===== src/rtl/sad_pkg.sv =====
// Shared types and helpers for the SAD accumulator: FSM state encoding and
// the signed-to-magnitude function used by abs_unit_nbit.
package sad_pkg;

  localparam int SAD_WIDTH = 16;

  typedef enum logic [1:0] {
    IDLE = 2'd0,
    RUN  = 2'd1,
    DONE = 2'd2
  } sad_state_e;

  // Magnitude of a two's-complement value; the most negative input maps to
  // 2^(SAD_WIDTH-1), which still fits because the result is unsigned.
  function automatic logic [SAD_WIDTH-1:0] sad_abs(input logic signed [SAD_WIDTH-1:0] x);
    logic [SAD_WIDTH-1:0] u;
    u = x;
    return u[SAD_WIDTH-1] ? (~u + SAD_WIDTH'(1)) : u;
  endfunction

endpackage


===== src/rtl/sad_accum_int16_if.sv =====
// Stream-in / result-out bundle of sad_accum_int16. Handshakes: a transfer
// happens on a rising edge where valid && ready; valid never waits on ready.
interface sad_accum_int16_if #(
  parameter int WIDTH     = 16,
  parameter int ACC_WIDTH = 32,
  parameter int CNT_WIDTH = 8
);
  logic                 start;
  logic [CNT_WIDTH-1:0] len;
  logic                 in_valid;
  logic                 in_ready;
  logic [WIDTH-1:0]     in_diff;
  logic                 out_valid;
  logic                 out_ready;
  logic [ACC_WIDTH-1:0] out_sad;
  logic                 out_sat;
  logic                 busy;

  modport master (
    output start, len, in_valid, in_diff, out_ready,
    input  in_ready, out_valid, out_sad, out_sat, busy
  );

  modport slave (
    input  start, len, in_valid, in_diff, out_ready,
    output in_ready, out_valid, out_sad, out_sat, busy
  );
endinterface


===== src/rtl/abs_unit_nbit.sv =====
// Purely combinational |x| of a signed WIDTH-bit difference, kept as its own
// synthesis target next to the subtractor.
module abs_unit_nbit
  import sad_pkg::*;
#(
  parameter int WIDTH = 16
) (
  input  logic [WIDTH-1:0] diff_i,
  output logic [WIDTH-1:0] abs_o
);

  generate
    if (WIDTH == SAD_WIDTH) begin : g_pkg
      assign abs_o = sad_abs(diff_i);
    end else begin : g_generic
      assign abs_o = diff_i[WIDTH-1] ? (~diff_i + WIDTH'(1)) : diff_i;
    end
  endgenerate

endmodule


===== src/rtl/sad_accum_int16.sv =====
// Streaming sum-of-absolute-differences accumulator over a programmed block.
// Build option SAD_SATURATE_EN: clamp the accumulator and flag out_sat.
module sad_accum_int16
  import sad_pkg::*;
#(
  parameter int WIDTH     = 16,
  parameter int ACC_WIDTH = 32,
  parameter int CNT_WIDTH = 8
) (
  input  logic                   clk,
  input  logic                   rst_n,
  sad_accum_int16_if.slave       bus,
  output sad_state_e             dbg_state
);

  sad_state_e           state_q, state_d;
  logic [ACC_WIDTH-1:0] acc_q, acc_d;
  logic [CNT_WIDTH-1:0] rem_q, rem_d;
  logic [WIDTH-1:0]     abs_val;
  logic [ACC_WIDTH-1:0] abs_ext;
  logic [ACC_WIDTH-1:0] acc_next;
  logic                 accept;

  abs_unit_nbit #(.WIDTH(WIDTH)) u_abs (
    .diff_i (bus.in_diff),
    .abs_o  (abs_val)
  );

  assign abs_ext = ACC_WIDTH'(abs_val);
  assign accept  = (state_q == RUN) && bus.in_valid;

`ifdef SAD_SATURATE_EN
  logic                 sat_q, sat_d;
  logic [ACC_WIDTH:0]   sum_wide;
  logic                 clamp;

  assign sum_wide = {1'b0, acc_q} + {1'b0, abs_ext};
  assign clamp    = sum_wide[ACC_WIDTH];
  assign acc_next = clamp ? '1 : sum_wide[ACC_WIDTH-1:0];
`else
  assign acc_next = acc_q + abs_ext;
`endif

  always_comb begin
    state_d = state_q;
    acc_d   = acc_q;
    rem_d   = rem_q;
`ifdef SAD_SATURATE_EN
    sat_d   = sat_q;
`endif
    unique case (state_q)
      IDLE: begin
        if (bus.start) begin
          acc_d = '0;
`ifdef SAD_SATURATE_EN
          sat_d = 1'b0;
`endif
          if (bus.len != '0) begin
            rem_d   = bus.len;
            state_d = RUN;
          end else begin
            state_d = DONE;
          end
        end
      end
      RUN: begin
        if (accept) begin
          acc_d = acc_next;
          rem_d = rem_q - CNT_WIDTH'(1);
`ifdef SAD_SATURATE_EN
          if (clamp) sat_d = 1'b1;
`endif
          if (rem_q == CNT_WIDTH'(1)) state_d = DONE;
        end
      end
      DONE: begin
        // start is deliberately not looked at here, even on the handshake cycle
        if (bus.out_ready) state_d = IDLE;
      end
      default: state_d = IDLE;
    endcase
  end

  always_ff @(posedge clk or negedge rst_n) begin
    if (!rst_n) begin
      state_q <= IDLE;
      acc_q   <= '0;
      rem_q   <= '0;
    end else begin
      state_q <= state_d;
      acc_q   <= acc_d;
      rem_q   <= rem_d;
    end
  end

`ifdef SAD_SATURATE_EN
  always_ff @(posedge clk or negedge rst_n) begin
    if (!rst_n) sat_q <= 1'b0;
    else        sat_q <= sat_d;
  end
  assign bus.out_sat = sat_q;
`else
  assign bus.out_sat = 1'b0;
`endif

  assign bus.in_ready  = (state_q == RUN);
  assign bus.out_valid = (state_q == DONE);
  assign bus.busy      = (state_q != IDLE);
  assign bus.out_sad   = acc_q;
  assign dbg_state     = state_q;

endmodule


===== src/flat_wrapper.sv =====
// flat-port wrapper written by rule: the top's interface ports become plain ports
module sad_accum_int16_flat import sad_pkg::*;
#(
  parameter int WIDTH     = 16,
  parameter int ACC_WIDTH = 32,
  parameter int CNT_WIDTH = 8
)
  (clk, rst_n, dbg_state, bus_start, bus_len, bus_in_valid, bus_in_diff, bus_out_ready, bus_in_ready, bus_out_valid, bus_out_sad, bus_out_sat, bus_busy);
  sad_accum_int16_if #(.WIDTH(WIDTH), .ACC_WIDTH(ACC_WIDTH), .CNT_WIDTH(CNT_WIDTH)) bus_i ();
  input  logic clk;
  input  logic rst_n;
  output sad_state_e dbg_state;
  input wire logic [$bits(bus_i.start)-1:0] bus_start;
  input wire logic [$bits(bus_i.len)-1:0] bus_len;
  input wire logic [$bits(bus_i.in_valid)-1:0] bus_in_valid;
  input wire logic [$bits(bus_i.in_diff)-1:0] bus_in_diff;
  input wire logic [$bits(bus_i.out_ready)-1:0] bus_out_ready;
  output wire logic [$bits(bus_i.in_ready)-1:0] bus_in_ready;
  output wire logic [$bits(bus_i.out_valid)-1:0] bus_out_valid;
  output wire logic [$bits(bus_i.out_sad)-1:0] bus_out_sad;
  output wire logic [$bits(bus_i.out_sat)-1:0] bus_out_sat;
  output wire logic [$bits(bus_i.busy)-1:0] bus_busy;
  assign bus_i.start = bus_start;
  assign bus_i.len = bus_len;
  assign bus_i.in_valid = bus_in_valid;
  assign bus_i.in_diff = bus_in_diff;
  assign bus_i.out_ready = bus_out_ready;
  assign bus_in_ready = bus_i.in_ready;
  assign bus_out_valid = bus_i.out_valid;
  assign bus_out_sad = bus_i.out_sad;
  assign bus_out_sat = bus_i.out_sat;
  assign bus_busy = bus_i.busy;
  sad_accum_int16 #(.WIDTH(WIDTH), .ACC_WIDTH(ACC_WIDTH), .CNT_WIDTH(CNT_WIDTH)) u_core (.clk(clk), .rst_n(rst_n), .bus(bus_i), .dbg_state(dbg_state));
endmodule

===== config.mk =====
export PLATFORM = sky130hd
export DESIGN_NAME = sad_accum_int16_flat
export DESIGN_NICKNAME = d
export VERILOG_FILES = /design/src/rtl/sad_pkg.sv /design/src/rtl/sad_accum_int16_if.sv /design/src/rtl/abs_unit_nbit.sv /design/src/rtl/sad_accum_int16.sv /design/src/flat_wrapper.sv
export SDC_FILE = /design/constraint.sdc
export NUM_CORES = 1
export LEC_CHECK = 0
export CAP_MARGIN = 20
export CORE_AREA = 5 5 91 93
export CTS_BUF_LIST = sky130_fd_sc_hd__clkbuf_16
export CTS_CLUSTER_SIZE = 28
export DETAILED_ROUTE_END_ITERATION = 16
export DIE_AREA = 0 0 96 98
export PLACE_DENSITY_LB_ADDON = 0.2
export SYNTH_ARGS = -nofsm -noshare
export SYNTH_HDL_FRONTEND = slang
export SYNTH_SLANG_ARGS = --single-unit

===== constraint.sdc =====
create_clock -name clk -period 3 [get_ports clk]
set_input_delay 0.45 -clock clk [delete_from_list [all_inputs] [get_ports clk]]
set_output_delay 0.45 -clock clk [all_outputs]
set_load 0.02 [all_outputs]

Yosys cells after proc, flatten, opt, wreduce, memory -nomap -nowiden
Cells that the tools add are included.
{"block": "word_totals", "ff_bits": 42, "latchBits": 0, "mem_bits_rw": 0, "romBits": 0, "inputBits": 29, "output_inout_bits": 38, "word_cells": 37, "mem_count": 0}
{"block": "op_classes", "addsub": 3, "multipliers": 0, "n_div": 0, "n_lt_le_gt_ge": 0, "n_eq_ne": 8, "n_shift": 0, "muxes": 14, "n_bitwise": 1, "reduce_logical": 8}
{"operator": "32-bit 2-to-1 mux", "n": 2}
{"operator": "32-bit case mux with 2 select lines", "n": 1}
{"operator": "32-bit by 16-bit adder with 32-bit output", "n": 1}
{"operator": "8-bit 2-to-1 mux", "n": 3}
{"operator": "16-bit by 1-bit adder with 16-bit output (second input constant)", "n": 1}
{"operator": "16-bit 2-to-1 mux", "n": 1}
{"operator": "16-bit NOT", "n": 1}
{"operator": "8-bit case mux with 2 select lines", "n": 1}
{"operator": "2-bit 2-to-1 mux", "n": 5}
{"operator": "8-bit by 1-bit equality test with 1-bit output (second input constant)", "n": 1}
{"operator": "4-bit AND reduction", "n": 2}
{"operator": "8-bit nonzero test", "n": 1}
{"operator": "8-bit by 1-bit subtractor with 8-bit output (second input constant)", "n": 1}
{"operator": "2-bit by 1-bit inequality test with 1-bit output (second input constant)", "n": 3}
{"operator": "2-bit case mux with 3 select lines", "n": 1}
{"operator": "2-bit inequality test (second input constant)", "n": 2}
{"operator": "2-bit nonzero test", "n": 2}
{"operator": "3-bit AND reduction", "n": 1}
{"operator": "2-bit by 1-bit equality test with 1-bit output (second input constant)", "n": 1}
{"operator": "2-bit equality test (second input constant)", "n": 1}
{"operator": "2-bit logical NOT", "n": 1}
{"operator": "1-bit logical AND", "n": 1}

Logic depth before layout (Yosys ltp)
Gate-level depths: netlist (run 1).
{"block": "logic_depth", "ltp_word": 6, "ltp_mapped": 15, "ltp_nobuf": 14}

Hierarchy
A second synthesis (run 1) with hierarchy kept.
{"block": "unflattened", "hier_cells": 385, "hier_area_um2": 3289.4}
{"module": "sad_accum_int16", "instances": 1, "cells_per_inst": 337, "area_per_inst_um2": 2924.1, "seq_area_each_um2": 1051.0}
{"module": "abs_unit_nbit", "instances": 1, "cells_per_inst": 48, "area_per_inst_um2": 365.4, "seq_area_each_um2": 0.0}

Worst setup path before layout (run 1)
OpenSTA, ideal clock, no wires.
{"block": "synth_path", "kind": "input port to flip-flop", "from": "input bus_in_diff[5]", "to": "register u_core.acc_q[28] (netlist: u_core.bus.out_sad[28])", "setup_ns": 0.134, "arrival_ns": 3.400, "required_ns": 2.866, "slack_ns": -0.534, "path_stages": 12, "path_buffers": 0, "path_cell_list": "or4_1 or3_1 o41ai_1 xnor2_1 ha_1 a21o_1 a31o_2 nor3_1 o21ai_0 a21oi_1 nor4_1 mux2i_1"}
{"block": "synth_via", "elab_chain_len": 6}
{"item": "start, declared", "line_no": "flat_wrapper.sv:16", "source": "input wire logic [$bits(bus_i.in_diff)-1:0] bus_in_diff;"}
{"item": "16-bit NOT", "line_no": "sad_pkg.sv:18", "source": "return u[SAD_WIDTH-1] ? (~u + SAD_WIDTH'(1)) : u;"}
{"item": "16-bit by 1-bit adder with 16-bit output", "line_no": "sad_pkg.sv:18"}
{"item": "16-bit 2-to-1 mux *", "line_no": "sad_pkg.sv:18"}
{"item": "32-bit by 16-bit adder with 32-bit output *", "line_no": "sad_accum_int16.sv:41", "source": "assign acc_next = acc_q + abs_ext;"}
{"item": "32-bit 2-to-1 mux *", "line_no": "sad_accum_int16.sv:67", "source": "if (accept) begin"}
{"item": "32-bit case mux with 2 select lines *", "line_no": "sad_accum_int16.sv:51", "source": "unique case (state_q)"}
{"item": "end signal, assigned", "line_no": "sad_accum_int16.sv:87", "source": "acc_q <= '0;"}
{"item": "end signal, assigned", "line_no": "sad_accum_int16.sv:91", "source": "acc_q <= acc_d;"}
{"item": "end, declared", "line_no": "sad_accum_int16.sv:17", "source": "logic [ACC_WIDTH-1:0] acc_q, acc_d;"}
Mark *: on every way between the ends. The rest lies on a longest branch, timed or not. The select of a mux whose other input is x is not followed.
A chain may end at the register's enable or synchronous reset.

Worst setup path after layout (run 1)
{"block": "layout_path", "from": "input bus_in_diff[5]", "to": "register u_core.acc_q[20] (netlist: u_core.bus.out_sad[20])"}
The elaborated chain is that of the path after synthesis.

==> flow_metrics.tcl, run 1 <==
set metrics [dict create \
    status "finished with violations" \
    violations "negative setup slack" \
    fp.dieW_um 96 \
    grt_max_degree 43 \
    wire_per_inst_um 16.99 \
    synthDistinctLibCells 55 \
    synth-main-ff-cell "dfrtp_1" \
    drc 0 \
    die_area_um2 9408 \
    synthCells 375 \
    intPower_w 0.002389 \
    clkLatencyLatePin_ns 0.28 \
    gp_congestion 0.8902 \
    switching_share_pct 42.26 \
    ant_nets 0 \
    fin_nets 574 \
    coreArea_um2 7447 \
    synth_seq_area_share_pct 32.47 \
    r2r_start "u_core.bus.out_sad[0]" \
    critical_path_required_ns 3.17 \
    initial_utilization_pct 43.46 \
    fin_skew_ns 0.007400 \
    critical_path_class "input port to flop" \
    synth-edff-count 0 \
    report.power.total_w 0.004138 \
    numCtsBuffers 5 \
    synth-seq-cells 42 \
    avgViaCountPerCell 5.426 \
    tightest_slew_ns 0.5290 \
    max_clock_freq_ghz 0.3000 \
    fillers 569 \
    overflow 0 \
    n_antenna_cell 0 \
    htree_levels 2 \
    netlist_area_um2 3237 \
    placed_cell_area_um2 4448 \
    grt_pass1_wl_mm 16.80 \
    cts-root-buf "clkbuf_16" \
    antenna_found_initial 0 \
    r2r_cells 10 \
    maxCapViolations 0 \
    reg2reg_slack_ns 0.30 \
    setup_viol 20 \
    clk_pin_slew_ns 0.06 \
    first_iter_violations 128 \
    crit_path_end "u_core.bus.out_sad[20]" \
    cts_buffer_depth 2 \
    holdWs_ns 0.04106 \
    cts_tree "built" \
    crit_path_end_kind "flop" \
    ys_warn_count 0 \
    die-height_um 98 \
    avgSynthCellArea_um2 8.632 \
    grt_setup_unrepaired "yes" \
    hold_viol 0 \
    ir_drop_mv 0.5333 \
    finalCritPeriodShare_pct 111.1 \
    pwr_density_cell_nw_per_um2 783.9 \
    synthArstFlopShare_pct 100.0 \
    port_buffers 65 \
    postCtsHoldBufs 0 \
    min_path_type "input port to async pin" \
    syn-num-nets 429 \
    reg2reg_to "u_core.bus.out_sad[26]" \
    report.final.slew_viol_count 0 \
    design_area_um2 5279 \
    dp_hpwl_mm 6.844 \
    drive_gt1_share_pct 33.27 \
    critPathMaxFanout 7 \
    wirelength_mm 10.57 \
    num_vias 3375 \
    first_pass_iters 4 \
    crit_arrival_ns 3.51 \
    p_switching_w 0.001749 \
    slew_headroom_pct 64.36 \
    row_count 32 \
    grt_pass1_vias 3497 \
    pwr-share-comb_pct 63.7 \
    num_io_pins 67 \
    period_minus_slack_ns 3.333 \
    p_leak_nw 2.326 \
    fin_ws_ns -0.3331 \
    track_usage_pct 21.90 \
    cp-start-kind "input port" \
    sequentialPowerShare_pct 21.5 \
    cp-startpoint "bus_in_diff[5]" \
    clkPwrFrac_pct 14.7 \
    clock-sinks 42 \
    final_core_util_pct 70.88 \
    area_delta_synth_final_pct 63.08 \
]
## cell type report
type	count	area, um^2	area share [%]
sequential	42	1051	19.91
multi-input combinational	310	2582	48.92
clock inverter	2	33.78	0.6400
clock buffer	5	125.1	2.370
tap	102	127.6	2.418
timing repair buffer	150	1318	24.96
inverter	11	41.29	0.7822
## layout by cell type, fill, tap and decap left out, types with 5 or more instances in the layout
cell	count
a21oi_1	16
a21oi_2	5
and3_1	7
buf_4	75
buf_6	11
clkbuf_16	5
clkdlybuf4s50_1	53
dfrtp_1	42
ha_1	17
ha_4	6
inv_1	10
nand2_1	29
nand2b_1	7
nand3_1	7
nand4_1	10
nor2_1	24
nor3_1	6
o21a_1	8
o21ai_0	25
o21ai_1	10
o21ai_2	5
xnor2_1	14
xor2_1	15
## worst max-delay path, stage by stage
cell and delay (ns):
buf_6 0.09, or4_4 0.54, or3_4 0.40, o41ai_4 0.27
xnor2_2 0.19, buf_4 0.17, ha_4 0.20, a21o_1 0.23
buf_6 0.14, nor3_4 0.17, o21ai_2 0.09, a21oi_4 0.30
nor3_2 0.06, o21a_1 0.19
## how the worst min path moves through the flow
stage	startpoint	end	slack, ns
3_3_place_gp	u_core.rem_q[7]	u_core.rem_q[7]	0.49
2_1_floorplan	rst_n	u_core.bus.out_sad[0]	0.15
4_1_cts	rst_n	u_core.bus.out_sad[25]	0.36
5_1_grt	rst_n	u_core.bus.out_sad[23]	0.05
3_5_place_dp	u_core.rem_q[7]	u_core.rem_q[7]	0.50
6_report	rst_n	u_core.bus.out_sad[18]	0.04
## flip-flops by register name (all words and copies together) (netlist names)
name / count
u_core.rem_q: 8
u_core.dbg_state: 2
u_core.bus.out_sad: 32
## layer usage
metal / global-route usage [%] / share of wire (%)
met1: 28.85 / 44
met2: 36.48 / 51
met3: 3.467 / 4.1
met4: 6.565 / 1.0
met5: 0 / 0
## cell usage after synthesis, drive strengths merged, types with 9 or more instances
master / count / area [um^2]
inv: 11 / 41.29
xor2: 15 / 131.4
clkbuf: 10 / 61.32
a21oi: 24 / 123.9
nor3: 9 / 45.04
nand3: 10 / 50.05
nand4: 10 / 62.56
dfrtp: 42 / 1051
ha: 24 / 300.3
o21ai: 41 / 205.2
and3: 10 / 62.56
xnor2: 18 / 157.7
nand2: 33 / 123.9
nor2: 26 / 97.59
## cell families after synthesis
family | count (synthesis) | share of synthesized area [%]
simple gates | 138 | 22.11
compound gates | 110 | 21.80
flops | 42 | 32.47
xor+xnor | 33 | 8.929
fa+ha+maj | 25 | 9.896
buf+inv | 23 | 3.750
mux | 3 | 0.9278
other cells | 1 | 0.1159
## power groups by stage
stage / logic [W] / registers, W / clock network [W]
after floorplan: 0.00117 / 0.000958 / 0
after global placement: 0.00208 / 0.000878 / 0
after detailed placement: 0.00212 / 0.000883 / 0
after CTS: 0.00238 / 0.000880 / 0.000622
after global routing: 0.00288 / 0.000913 / 0.000644
final: 0.00264 / 0.000892 / 0.000609
## through the flow
stage / setup WS, ns / instances / setup TNS (ns)
after floorplan: -0.3147 / 375 / -4.628
after global placement: -0.9301 / 594 / -19.09
after detailed placement: -0.9774 / 594 / -19.81
after CTS: -0.2429 / 614 / -2.754
after global routing: -0.4369 / 622 / -6.751
final: -0.3331 / 622 / -4.530
## what timing repair did
action | CTS | global route
setup endpoints to repair | 25 | 24
pin swaps | 43 | 38
gates resized for setup | 92 | 41
cloned | 0 | 0
buffers inserted | 13 | 10
(Power assumes the default switching activity.)
==> run 2: changes to the inputs <==
--- a/config.mk
+++ b/config.mk
@@ -6,12 +6,13 @@
 export NUM_CORES = 1
 export LEC_CHECK = 0
 export CAP_MARGIN = 20
-export CORE_AREA = 5 5 91 93
+export CORE_AREA = 2 2 88 90
 export CTS_BUF_LIST = sky130_fd_sc_hd__clkbuf_16
 export CTS_CLUSTER_SIZE = 28
 export DETAILED_ROUTE_END_ITERATION = 16
-export DIE_AREA = 0 0 96 98
+export DIE_AREA = 0 0 90 92
 export PLACE_DENSITY_LB_ADDON = 0.2
+export SLEW_MARGIN = 20
 export SYNTH_ARGS = -nofsm -noshare
 export SYNTH_HDL_FRONTEND = slang
 export SYNTH_SLANG_ARGS = --single-unit
==> constraint.sdc (replaced) <==
create_clock -name clk -period 3.6 [get_ports clk]
set_input_delay 0.54 -clock clk [delete_from_list [all_inputs] [get_ports clk]]
set_output_delay 0.54 -clock clk [all_outputs]
set_load 0.02 [all_outputs]
==> flow_metrics.tcl, run 2 (synthesis results as in run 1) <==
set metrics [dict create \
    status "finished, final reports clean" \
    critical_path_class "input port to flop" \
    die-height_um 92 \
    wire_per_inst_um 15.26 \
    numCtsBuffers 5 \
    coreArea_um2 7447 \
    cpPeakStageDelay_ns 0.50 \
    hold_viol 0 \
    first_pass_iters 4 \
    fin_nets 556 \
    critical_path_required_ns 3.77 \
    htree_levels 2 \
    maxCapViolations 0 \
    mostFrequentLayoutCells "64 x buf_4, 57 x clkdlybuf4s50_1, 42 x dfrtp_1" \
    drc 0 \
    grt_max_degree 43 \
    grt_pass1_vias 3270 \
    holdWs_ns 0.4197 \
    die_area_um2 8280 \
    crit_arrival_ns 3.68 \
    period_minus_slack_ns 3.512 \
    fin_skew_ns 0.006172 \
    antenna_found_initial 0 \
    crit_path_end_kind "flop" \
    row_count 32 \
    largest_reg_flops 32 \
    final_common_cell "buf_4" \
    fp.dieW_um 90 \
    num_vias 3289 \
    n_antenna_cell 0 \
    wirelength_mm 9.216 \
    cts_buffer_depth 2 \
    min_path_type "input port to async pin" \
    grt_pass1_wl_mm 15.30 \
    critPathMaxFanout 7 \
    gp_congestion 0.8630 \
    area_delta_synth_final_pct 51.26 \
    dp_hpwl_mm 6.343 \
    cts-root-buf "clkbuf_16" \
    r2r_start "u_core.bus.out_sad[0]" \
    first_iter_violations 170 \
    max_clock_freq_ghz 0.2848 \
    clock-sinks 42 \
    clk_pin_slew_ns 0.06 \
    crit_slowest_cell "or4_4" \
    cp-startpoint "bus_in_diff[3]" \
    pwr_density_cell_nw_per_um2 626.7 \
    track_usage_pct 22.13 \
    finalCritPeriodShare_pct 97.54 \
    num_io_pins 67 \
    crit_path_cell_trace "clkdlybuf4s15_1 -> or4_4 -> or3_4 -> o41ai_4 -> xnor2_1 -> buf_4 -> ha_2 -> a21o_1 -> buf_6 -> nor3_4 -> o21ai_2 -> a21oi_2 -> buf_6 -> nor3_2 -> o21a_1" \
    port_buffers 65 \
    initial_utilization_pct 43.46 \
    overflow 0 \
    clkLatencyLatePin_ns 0.28 \
    slew_headroom_pct 35.56 \
    tightest_slew_ns 0.9666 \
    final_core_util_pct 65.74 \
    setup_viol 0 \
    ir_drop_mv 0.4089 \
    drive_gt1_share_pct 25.50 \
    ant_nets 0 \
    p_leak_nw 2.205 \
    report.final.slew_viol_count 0 \
    avgViaCountPerCell 5.445 \
    cp-start-kind "input port" \
    cts_tree "built" \
    cpMostUsedCell "buf_6" \
]
## run 2: cell count changes in the layout (fill, tap and decap cells not counted), sizes merged
cell and change:
clkdlybuf4s50 +4, bufinv -1, clkbuf +1, dlymetal6s2s +3, clkinv +1, dlygate4sd2 -3, buf -21, clkdlybuf4s15 -2
## run 2: critical path, delay by kind of cell
| family | cells | cell delay, ns |
|---|---|---|
| xor+xnor | 1 | 0.18 |
| simple gates | 4 | 1.12 |
| fa+ha+maj | 1 | 0.26 |
| compound gates | 5 | 0.96 |
| buf+inv | 4 | 0.60 |
## run 2: what timing repair did
action	CTS	global route
hold buffers	0	0
endpoints found under the setup margin	19	18
gates resized for setup	34	35
hold endpoints to repair	0	0
pin swaps	16	33
buffers inserted	4	4
## run 2: final timing paths
| kind | end | slack (ns) | cells after the start |
|---|---|---|---|
| worst max register to register | u_core.bus.out_sad[26] | 0.84 | 11 |
| worst min-delay path | u_core.bus.out_sad[3] | 0.42 | 1 |
| worst min register to register | u_core.bus.out_sad[2] | 0.51 | 2 |
| worst max-delay path | u_core.bus.out_sad[20] | 0.09 | 15 |
| min in group clk | u_core.bus.out_sad[2] | 0.51 | 2 |
| max in group asynchronous | u_core.bus.out_sad[26] | 2.58 | 1 |
## run 2: report_power, final
part,leakage (nW),internal (W),total [W],switching (W)
Clock,0.0694,0.000250,0.000428,0.000177
Combinational,1.58,0.000918,0.00191,0.000991
Sequential,0.557,0.000598,0.000731,0.000134
Total,2.20,0.00177,0.00307,0.00130
## run 2: final cells by class
cell class / instances / area, um^2
clock buffers: 5 / 125.1
repair buffers: 132 / 1165
flip-flops and latches: 42 / 1051
inverters: 11 / 41.29
well taps: 102 / 127.6
clock inverters: 2 / 10.01
fillers: 630 / 2551
multi-input cells: 310 / 2376
## run 2: metrics by stage
step | TNS [ns] | setup slack, ns | instances | instance area (um^2) | total power (W)
after floorplan | 0 | 0.07046 | 375 | 3241 | 0.001763
final | 0 | 0.08850 | 604 | 4896 | 0.003068
after detailed placement | -10.18 | -0.5891 | 590 | 4384 | 0.002457
after global routing | -0.1462 | -0.03253 | 604 | 4896 | 0.003304
after CTS | 0 | 0.003058 | 600 | 4708 | 0.002998
after global placement | -8.900 | -0.5111 | 590 | 4384 | 0.002417
## run 2: routing by layer
metal  GRT usage (%)  vias to the layer above  routed length (um)
li1                -                     1627                   -
met1           29.31                     1580                4238
met2           39.10                       74                4627
met3           2.794                        8                 292
met4           4.359                        0                  58
met5               0                        -                   0
